<file path="src/rtl/booth_sequencer.sv">
// Iteration sequencer for a radix-2 Booth multiplier: drives load/add/sub/shift strobes for WIDTH iterations.
// Optional abort input/aborted output are built in when BOOTH_ABORT_EN is defined.
module booth_sequencer #(
  parameter  int WIDTH = 8,
  localparam int CNT_W = $clog2(WIDTH + 1)
) (
  input  logic             clk,
  input  logic             reset,
  input  logic             start,
  input  logic [1:0]       q_pair,
`ifdef BOOTH_ABORT_EN
  input  logic             abort,
  output logic             aborted,
`endif
  output logic             load_regs,
  output logic             add_en,
  output logic             sub_en,
  output logic             shift_en,
  output logic             busy,
  output logic             done,
  output logic [CNT_W-1:0] iter_cnt
);

  typedef enum logic [2:0] {
    IDLE  = 3'd0,
    LOAD  = 3'd1,
    EVAL  = 3'd2,
    SHIFT = 3'd3,
    DONE  = 3'd4
  } state_t;

  state_t state_r;

  // Sequencer state, iteration counter and registered strobes
  always_ff @(posedge clk) begin
    if (reset) begin
      state_r   <= IDLE;
      iter_cnt  <= CNT_W'(0);
      load_regs <= 1'b0;
      shift_en  <= 1'b0;
      busy      <= 1'b0;
      done      <= 1'b0;
`ifdef BOOTH_ABORT_EN
      aborted   <= 1'b0;
`endif
    end else begin
      load_regs <= 1'b0;
      shift_en  <= 1'b0;
      busy      <= 1'b0;
      done      <= 1'b0;
`ifdef BOOTH_ABORT_EN
      aborted   <= 1'b0;
      if (abort && ((state_r == LOAD) || (state_r == EVAL) || (state_r == SHIFT))) begin
        state_r  <= IDLE;
        iter_cnt <= CNT_W'(0);
        aborted  <= 1'b1;
      end else
`endif
      begin
        case (state_r)
          IDLE: begin
            if (start) begin
              state_r   <= LOAD;
              load_regs <= 1'b1;
              busy      <= 1'b1;
              iter_cnt  <= CNT_W'(WIDTH);
            end else begin
              state_r   <= IDLE;
            end
          end
          LOAD: begin
            state_r <= EVAL;
            busy    <= 1'b1;
          end
          EVAL: begin
            state_r  <= SHIFT;
            shift_en <= 1'b1;
            busy     <= 1'b1;
          end
          SHIFT: begin
            // Guarded decrement keeps the counter from wrapping below zero
            if (iter_cnt != CNT_W'(0)) begin
              iter_cnt <= iter_cnt - CNT_W'(1);
            end else begin
              iter_cnt <= CNT_W'(0);
            end
            if (iter_cnt <= CNT_W'(1)) begin
              state_r <= DONE;
              done    <= 1'b1;
            end else begin
              state_r <= EVAL;
              busy    <= 1'b1;
            end
          end
          DONE: begin
            state_r  <= IDLE;
            iter_cnt <= CNT_W'(0);
          end
          default: begin
            state_r  <= IDLE;
            iter_cnt <= CNT_W'(0);
          end
        endcase
      end
    end
  end

  // Booth recoding of {Q[0],Q[-1]}; only looked at while in EVAL so stale pairs never leak out
  always_comb begin
    add_en = 1'b0;
    sub_en = 1'b0;
    if (state_r == EVAL) begin
      case (q_pair)
        2'b01:   add_en = 1'b1;
        2'b10:   sub_en = 1'b1;
        default: begin
          add_en = 1'b0;
          sub_en = 1'b0;
        end
      endcase
    end else begin
      add_en = 1'b0;
      sub_en = 1'b0;
    end
  end

endmodule

</file>
<file path="config.mk">
export PLATFORM = sky130hd
export DESIGN_NAME = booth_sequencer
export DESIGN_NICKNAME = d
export VERILOG_FILES = /design/src/rtl/booth_sequencer.sv
export SDC_FILE = /design/constraint.sdc
export NUM_CORES = 1
export LEC_CHECK = 0
export ABC_AREA = 1
export BUFFER_PORTS_ARGS = -buffer_cell sky130_fd_sc_hd__buf_2
export CORE_AREA = 3 3 40 42
export CTS_CLUSTER_DIAMETER = 60
export DETAILED_ROUTE_END_ITERATION = 10
export DIE_AREA = 0 0 43 45
export HOLD_SLACK_MARGIN = 0.02
export SLEW_MARGIN = 20
export SYNTH_ARGS = -nofsm -noshare
export SYNTH_HDL_FRONTEND = slang
export SYNTH_SLANG_ARGS = --single-unit
export TNS_END_PERCENT = 100
</file>
<file path="constraint.sdc">
create_clock -name clk -period 1.3 [get_ports clk]
set_clock_uncertainty 0.2 [all_clocks]
set_input_delay 0.13 -clock clk [delete_from_list [all_inputs] [get_ports clk]]
set_output_delay 0.13 -clock clk [all_outputs]
set_load 0.05 [all_outputs]
</file>
==> run metrics <==
summed instance area of the synthesized netlist=between 400 and 500 µm²; Synth Area per Inst=about 7.3 µm²; number of antenna violations at the first check in global routing=0; residual antenna-violating net count after detailed routing=0; headroom to the max-slew limit=0.814; total count of hold-check failures in the final report=0; overall global routing resource usage=0.130; overall routed net length=about 1200 µm; CTS buffer count=3; result of the run=finished, violations left; synth warn=0; violated checks=negative setup slack; remaining global-route overflow=0; Placed Area=608 µm²; total iterations of the first detailed-routing run=4; via count=around 500; Worst VDD drop=around 0.00076 V; max-cap viol count=0; clock transition at the registers of the reported paths=80 ps; Synth Instances=65; kind of end point of the critical path=output pin; FMAX=between 700 and 800 MHz; die height=~45 µm; die span in x=between 40 and 50 µm; port bufs=14; vias per cell=4.71; placeable core area=1280 µm²; largest fanout of any net on the critical path=4; CP required=970 ps; Power Density=approximately 1200 nW/µm²; clock insertion delay at the later pin of the skew report=around 260 ps; Longest Clk Path Bufs=2; final setup vio count=4; Avg WL per Cell=roughly 11 µm; Antenna diodes=0; Die Outline Area=between 1500 and 2000 µm²; largest cells by area after synthesis=dfxtp_1 46%, nand2_1 14%, nor2_1 6.3%, inv_1 5.5%, a21oi_2 5.5%; aggregate negative setup slack=-207 ps; drt drc=0; Layout area overhead=61.5%; worst hold path type=register to register; post-layout instance area=766 µm²; clock root cell=clkbuf_4; library cell occupying the most area in the post-synthesis netlist=dfxtp_1; number of synthesized register bits=11; leading cell type in the layout, fill and taps excluded=nand2_1; proportion of netlist area held by the largest area contributor=0.464; final-report max-slew violation count=0; number of nets produced by synthesis=70; clock tree from TritonCTS=done; fraction of layout cells with a size suffix above 1=0.582; Layout Nets=between 90 and 100; number of cell rows=13; number of sinks handled by clock tree synthesis=11; vias in the first global route=roughly 440; pin slew with the least headroom to its limit=around 280 ps; most frequent cells in the layout=13 x nand2_1, 12 x buf_2; estimated wirelength of the detail-placed design=736 µm; WP data arrival=roughly 1100 ps; setup repair after global routing missed its margin=true; Top-Level Pins=15; time the worst path needs with I/O delays and setup=~1400 ps; starting density of the core=0.369; first-pass GRT wire length=1840 µm; core occupancy in the finished layout=0.596; leakage power=roughly 0.36 nW; maximum number of pins on one net before global-route repair=12; Worst Slack Setup Final=-99.2 ps; Final Hold Slack=285 ps; Post-Place Worst Slack=-38.7 ps; post-synth cell types=16; count of H-tree levels built during CTS=1; category of the critical setup timing path=register to output pin; final weighted congestion in routability-driven placement=~0.8; share of the clock period used by the worst path=1.08; register area share after synthesis=0.464; startpoint type of the worst setup path=register; number of violations reported at the end of detailed-routing iteration 0=11
==> what timing repair did <==
item | CTS | global route
gates resized for setup | 8 | 18
hold buffers | 2 | 0
buffers inserted | 3 | 1
endpoints found under the hold margin | 7 | 0
pin swaps | 1 | 8
setup endpoints to repair | 2 | 8
==> cells by family after synthesis <==
logic type,synth area share
compound gates,0.0976
buf+inv,0.0792
flops,0.464
simple gates,0.359
==> where the power goes <==
group          internal [mW]  switching (mW)
registers              0.365          0.0149
logic                  0.103           0.190
clock network          0.118           0.119
total                  0.586           0.324
==> cell usage after synthesis <==
master / instances
o21ai_1: 2
nor4_1: 2
a21oi_1: 2
nand3_1: 3
inv_1: 7
nand3_2: 1
nand3b_2: 1
dfxtp_1: 11
clkinv_1: 2
nor2_2: 2
nand2_1: 18
clkbuf_1: 1
a21oi_2: 3
nor2_1: 8
nand2_2: 1
nor3_1: 1
==> metrics by stage <==
step                cells  power, mW
floorplan              65      0.536
global placement       97      0.595
detailed placement     97      0.596
CTS                   106      0.859
global route          106      0.962
finish                106      0.910
==> worst max-delay path: stages (launching register included) <==
cell	delay, ps
dfxtp_2	330
inv_2	70
nand3b_4	110
nor3_4	130
buf_6	180
==> layer usage <==
layer  wire, µm  track usage  up-vias
met1        551        0.156      225
met5          0            0        -
li1           -            -      256
met3         61       0.0239        2
met4         16       0.0542        0
met2        548        0.231       16
==> sequential cells by signal (all words and copies together) (netlist names) <==
name,count
state_r,3
done,1
load_regs,1
iter_cnt,4
shift_en,1
busy,1
==> layout make-up <==
cell class,count,area (µm²)
well taps,15,18.8
flip-flops and latches,11,231
clock buffers,4,26.3
inverters,9,33.8
fillers,108,519
repair buffers,23,159
multi-input cells,44,297
==> final timing paths <==
check                      to  slack (ps)  depth (start not counted)   startpoint
hold reg to reg   iter_cnt[0]         280                          2  iter_cnt[0]
hold / removal    iter_cnt[0]         280                          2  iter_cnt[0]
setup reg to reg  iter_cnt[0]         -20                          6   state_r[2]
setup / recovery       add_en        -100                          4   state_r[0]
No activity file was read; power rests on OpenSTA's default activity.
